<file path="src/rtl/cpu_pkg.sv">
// Shared CPU definitions: next-PC mode encodings and the default instruction step.
package cpu_pkg;

   // Default byte increment per instruction.
   localparam int PC_STEP = 4;

   // Next-PC source select driven by the decoder; codes 6 and 7 fall back to sequential.
   typedef enum logic [2:0] {
      PC_SEQ  = 3'd0,
      PC_BR   = 3'd1,
      PC_JMP  = 3'd2,
      PC_CALL = 3'd3,
      PC_RET  = 3'd4,
      PC_JR   = 3'd5
   } pc_mode_e;

endpackage

</file>
<file path="src/rtl/ras_stack.sv">
// Return-address stack: circular register array with a top pointer and occupancy count.
// A push when full overwrites the oldest entry; a pop when empty changes nothing.
module ras_stack #(
   parameter int ADDR_W    = 32,
   parameter int RAS_DEPTH = 4
) (
   input  logic              clk,
   input  logic              reset,
   input  logic              push,
   input  logic              pop,
   input  logic [ADDR_W-1:0] push_data,
   output logic [ADDR_W-1:0] top_data,
   output logic              empty,
   output logic              full,
   output logic              ovf,
   output logic              unf
);

   localparam int PTR_W = $clog2(RAS_DEPTH);
   localparam logic [PTR_W:0] DEPTH_CNT = (PTR_W+1)'(RAS_DEPTH);

   logic [ADDR_W-1:0] mem [RAS_DEPTH];
   logic [PTR_W-1:0]  ptr;
   logic [PTR_W:0]    count;
   logic [PTR_W-1:0]  wr_idx;

   // When full, the slot after the top is the oldest entry, so it is the one overwritten.
   assign wr_idx   = ptr + 1'b1;
   assign top_data = mem[ptr];
   assign empty    = (count == '0);
   assign full     = (count == DEPTH_CNT);
   assign ovf      = push & full;
   assign unf      = pop & empty;

   // Pointer and occupancy update; push and pop are never requested together.
   always_ff @(posedge clk) begin
      // NOTE: sequential state uses non-blocking assignments so every register samples pre-edge values.
      if (reset) begin
         ptr   <= '0;
         count <= '0;
      end else if (push) begin
         ptr <= wr_idx;
         if (!full) count <= count + 1'b1;
      end else if (pop && !empty) begin
         ptr   <= ptr - 1'b1;
         count <= count - 1'b1;
      end
   end

   // Entry storage write.
   always_ff @(posedge clk) begin
      // NOTE: the array is deliberately not reset; stale entries are unreachable once count is zero.
      if (push) mem[wr_idx] <= push_data;
   end

endmodule

</file>
<file path="src/rtl/pc_seq_unit.sv">
// Program-counter sequencer: next-PC mux, sequential/relative adders, PC register,
// return-address stack and sticky RAS error flag. BUSY freezes all state.
module pc_seq_unit
   import cpu_pkg::*;
#(
   parameter int              ADDR_W    = 32,
   parameter int              STEP      = PC_STEP,
   parameter logic [ADDR_W-1:0] RESET_VEC = '0 - ADDR_W'(STEP),
   parameter int              RAS_DEPTH = 4
) (
   input  logic              CLK,
   input  logic              RESET,
   input  logic              BUSY,
   input  logic [2:0]        MODE,
   input  logic              TAKEN,
   input  logic [ADDR_W-1:0] OFFSET,
   input  logic [ADDR_W-1:0] TARGET,
   output logic [ADDR_W-1:0] PC_OUT,
   output logic              RAS_EMPTY,
   output logic              RAS_FULL,
   output logic              RAS_ERR
);

   logic [ADDR_W-1:0] seq_pc;
   logic [ADDR_W-1:0] rel_pc;
   logic [ADDR_W-1:0] next_pc;
   logic [ADDR_W-1:0] top_data;
   logic              push;
   logic              pop;
   logic              ovf;
   logic              unf;

   // Carries out of the top bit are dropped; PC arithmetic wraps.
   assign seq_pc = PC_OUT + ADDR_W'(STEP);
   assign rel_pc = seq_pc + OFFSET;

   // Next-PC selection and stack requests; requests are suppressed while memory is busy.
   always_comb begin
      // NOTE: every output gets a default first so no path leaves a value unassigned (no latch).
      next_pc = seq_pc;
      push    = 1'b0;
      pop     = 1'b0;
      case (MODE)
         PC_BR:   next_pc = TAKEN ? rel_pc : seq_pc;
         PC_JMP:  next_pc = rel_pc;
         PC_CALL: begin
            next_pc = rel_pc;
            push    = !BUSY;
         end
         PC_RET:  begin
            next_pc = RAS_EMPTY ? seq_pc : top_data;
            pop     = !BUSY;
         end
         PC_JR:   next_pc = TARGET;
         default: next_pc = seq_pc;
      endcase
   end

   ras_stack #(
      .ADDR_W    (ADDR_W),
      .RAS_DEPTH (RAS_DEPTH)
   ) u_ras (
      .clk       (CLK),
      .reset     (RESET),
      .push      (push),
      .pop       (pop),
      .push_data (seq_pc),
      .top_data  (top_data),
      .empty     (RAS_EMPTY),
      .full      (RAS_FULL),
      .ovf       (ovf),
      .unf       (unf)
   );

   // PC register and sticky error flag; reset wins over BUSY, BUSY holds everything.
   always_ff @(posedge CLK) begin
      if (RESET) begin
         PC_OUT  <= RESET_VEC;
         RAS_ERR <= 1'b0;
      end else if (!BUSY) begin
         PC_OUT  <= next_pc;
         RAS_ERR <= RAS_ERR | ovf | unf;
      end
   end

endmodule

</file>
<file path="config.mk">
export PLATFORM = sky130hd
export DESIGN_NAME = pc_seq_unit
export DESIGN_NICKNAME = d
export VERILOG_FILES = /design/src/rtl/cpu_pkg.sv /design/src/rtl/ras_stack.sv /design/src/rtl/pc_seq_unit.sv
export SDC_FILE = /design/constraint.sdc
export NUM_CORES = 1
export LEC_CHECK = 0
export BUFFER_PORTS_ARGS = -buffer_cell sky130_fd_sc_hd__buf_2
export CELL_PAD_IN_SITES_DETAIL_PLACEMENT = 1
export CELL_PAD_IN_SITES_GLOBAL_PLACEMENT = 2
export CORE_ASPECT_RATIO = 1.1
export CORE_MARGIN = 2
export CORE_UTILIZATION = 44
export CTS_BUF_LIST = sky130_fd_sc_hd__clkbuf_4 sky130_fd_sc_hd__clkbuf_8
export DETAILED_ROUTE_END_ITERATION = 12
export GPL_ROUTABILITY_DRIVEN = 0
export GPL_TIMING_DRIVEN = 0
export PLACE_DENSITY = 0.94
export SYNTH_ARGS = -nofsm -noshare
export SYNTH_HDL_FRONTEND = slang
export SYNTH_SLANG_ARGS = --single-unit
</file>
<file path="constraint.sdc">
create_clock -name CLK -period 9.5 [get_ports CLK]
set_clock_uncertainty 0.1 [all_clocks]
set_input_delay 1.9 -clock CLK [delete_from_list [all_inputs] [get_ports CLK]]
set_output_delay 1.9 -clock CLK [all_outputs]
set_load 0.1 [all_outputs]
</file>
==> flow_metrics.py <==
metrics = {
    "logic_synthesis": {
        "synth_area_leader_cell": "edfxtp_1",
        "ys_ff_latch": 168,
        "synth.top_cell.area_share_pct": 41.0,
        "synthTopCellsByArea": "edfxtp_1 (41%), dfxtp_1 (8.5%), mux4_2 (7.7%), ha_1 (5.3%), xnor2_1 (2.8%)",
        "syn_inst": 800,
        "ys_warn_count": 0,
        "synthArstFlopShare_pct": 0,
        "ys_seq_area_share_pct": 49.6,
        "synth_cell_types": 68,
        "synth_edf_count": 128,
        "syn_area_mm2": 0.00937,
        "synth_top_cells_by_count": "edfxtp_1 (128), nor2_1 (63), nand2_1 (50)",
        "ys.flop_type": "edfxtp_1",
        "syn_avg_cell_area_um2": 11.7,
        "yosys.cell_count.top_type": "edfxtp_1",
        "synth_nets": 913,
    },
    "pwr": {
        "p_leak_nw": 3.88,
        "vdd_drop_max_uv": 170,
        "cellPowerDensity_mw_per_mm2": 243,
    },
    "placement": {
        "dp.final_hpwl_um": 22100,
        "io_buffers": 104,
        "dp_slack_ns": 3.88,
        "placed_cells": 1198,
    },
    "clock_network": {
        "cts_made_buffers": 17,
        "clock_latency_ns": 0.48,
        "ctsHoldBuffers": 0,
        "clockBufferDepth": 2,
        "cts_tree": "yes",
        "root_buffer": "clkbuf_8",
        "htreeDepth": 4,
        "path_clk_slew_ns": 0.10,
        "numClockSinks": 168,
        "cts_resized": 0,
        "postCtsSetupBuffers": 0,
    },
    "drt": {
        "first_pass_iters": 5,
        "drc": 0,
        "antenna_left": 0,
        "avgRoutedWirePerCell_um": 24.6,
        "wl_um": 30200,
        "num_vias": 7466,
        "post_drt_via_cell_ratio": 6.07,
        "drt_first_iter_violations": 644,
    },
    "cells_and_area": {
        "fin_nets": 1040,
        "multi_input_area_mm2": 0.00448,
        "diodes": 0,
        "fin_cells": 1230,
        "fillers": 2312,
        "area.growth.synth_to_final_pct": 14.7,
        "seqCellArea_mm2": 0.00464,
        "drive_above_1_share_pct": 21.4,
    },
    "worst_setup_path": {
        "cp_data_arrival_time_ns": 5.91,
        "path_depth": 14,
        "crit_path_max_fanout": 8,
        "cp-startpoint": "PC_OUT[4]",
        "slowest_delay_ns": 0.79,
        "reg2regPathDepth": 14,
        "crit_buf_inv": 0,
        "path_class": "register to register",
        "startpoint_type": "register",
        "path_cells": "and3_1 > nand3_1 > nor3_1 > nand2_1 > xnor2_1 > ha_1 > a21oi_1 > o21bai_1 > a221oi_1 > nor2_1 > a2111oi_0 > xor2_1 > o221ai_1 > o21a_1",
        "r2r-start": "PC_OUT[4]",
        "crit_path_end_kind": "register",
        "crit_required_ns": 9.78,
        "cpLargestDelayFamily": "compound AO/OA/AOI/OAI gates",
        "critPathSlowestCell": "a2111oi_0",
    },
    "grt": {
        "grt_start_max_net_pins": 25,
        "grt_pass1_vias": 7668,
        "antenna_found_initial": 0,
        "grt_pass1_wl_um": 45400,
        "grt-ovfl-total": 0,
        "grtUsageTotal_pct": 27.6,
    },
    "timing": {
        "relSlewSlack_pct": 1.56,
        "hold_viol_final": 0,
        "finalCritPeriodShare_pct": 59.4,
        "setup_viol": 0,
        "slew_violations": 0,
        "setup_ws_ns": 3.86,
        "fmax_mhz": 177,
        "min_period_ns": 5.64,
        "tns_ns": 0,
        "worstMarginPinSlew_ns": 1.46,
        "rsz0062_at_grt": "no",
    },
    "die": {
        "die_h_um": 157,
        "die_w_um": 143,
        "ios": 106,
        "coreArea_mm2": 0.0211,
        "initial_utilization_pct": 44.4,
        "fp-row-count": 56,
        "dieArea_mm2": 0.0225,
    },
    "worst_hold_path": {
        "worstHoldStart": "RAS_ERR",
        "hp-class": "register to register",
        "holdPathStages": 2,
    },
    "status": {
        "outcome": "finished with violations",
        "failed_checks": "capacitance limit",
    },
    "run": {
        "cap_viol_max_count": 1,
    },
}
cells in the final DEF (no fill, tap or decap), types with 24 or more instances in the layout:
cell type	count
edfxtp_1	128
dfxtp_1	40
o21ai_0	24
mux4_2	32
buf_2	114
nand2_1	50
ha_1	40
a21oi_1	42
xnor2_1	30
clkbuf_1	29
nor2_1	63
per-stage QoR:
stage / util (%) / area [um^2] / power, mW / hold WS (ns)
finish: 51.0 / 10800 / 2.62 / 0.380
global route: 51.0 / 10800 / 2.74 / 0.423
CTS: 51.0 / 10700 / 2.61 / 0.384
detailed placement: 49.0 / 10300 / 2.06 / 0.360
global placement: 48.6 / 10300 / 2.04 / 0.349
floorplan: - / 9370 / 1.77 / 0.409
worst paths after layout:
check	to	slack, ns
min	RAS_ERR	0.38
max reg2reg	PC_OUT[30]	3.86
min reg2reg	RAS_ERR	0.38
max	PC_OUT[30]	3.86
worst register-to-register path, cell delays in order, from the launching register on:
cell and delay, ns:
dfxtp_1 0.47, and3_1 0.22, nand3_1 0.27, nor3_1 0.76, nand2_1 0.23, xnor2_1 0.71
ha_1 0.39, a21oi_1 0.34, o21bai_1 0.26, a221oi_1 0.42, nor2_1 0.08, a2111oi_0 0.79
xor2_1 0.20, o221ai_1 0.14, o21a_1 0.14
final cells by class:
| type | instances | area share [%] |
|---|---|---|
| clock buffers | 18 | 2.30 |
| well taps | 290 | 3.37 |
| inverters | 15 | 0.524 |
| multi-input cells | 572 | 41.7 |
| clock inverters | 14 | 1.49 |
| repair buffers | 108 | 5.59 |
| flip-flops and latches | 168 | 43.2 |
| plain buffers | 45 | 1.83 |
per-layer routing:
metal / part of all wire [%] / wire, um / vias to the layer above / global-route usage (%)
met4: 3.0 / 897 / 0 / 10.1
met1: 43 / 13100 / 3795 / 36.8
met5: 0 / 0 / - / 0
met3: 4.9 / 1490 / 52 / 4.59
met2: 49 / 14700 / 237 / 45.5
li1: - / - / 3382 / -
report_power, final:
part           internal (mW)  total (mW)  switching, mW  leakage (nW)
clock                  0.247       0.544          0.297         0.206
sequential             0.877       0.925         0.0484          1.46
combinational          0.357        1.15          0.791          2.21
total                   1.48        2.62           1.14          3.88
sequential cells by signal (all words and copies together) (netlist names), named ones only:
| signal | flops |
|---|---|
| u_ras.mem | 128 |
| RAS_ERR | 1 |
| u_ras.ptr | 2 |
| PC_OUT | 32 |
| u_ras.count | 3 |
cell families (layout without fill, tap and decap cells):
family,after synthesis,count (layout),share of synthesized area (%)
compound gates,203,203,15.5
xor+xnor,54,54,5.27
fa+ha+maj,42,42,5.77
buf+inv,60,200,2.70
flops,168,168,49.6
mux,39,39,8.44
simple gates,234,234,12.8
Power figures use the tool's default switching activity.
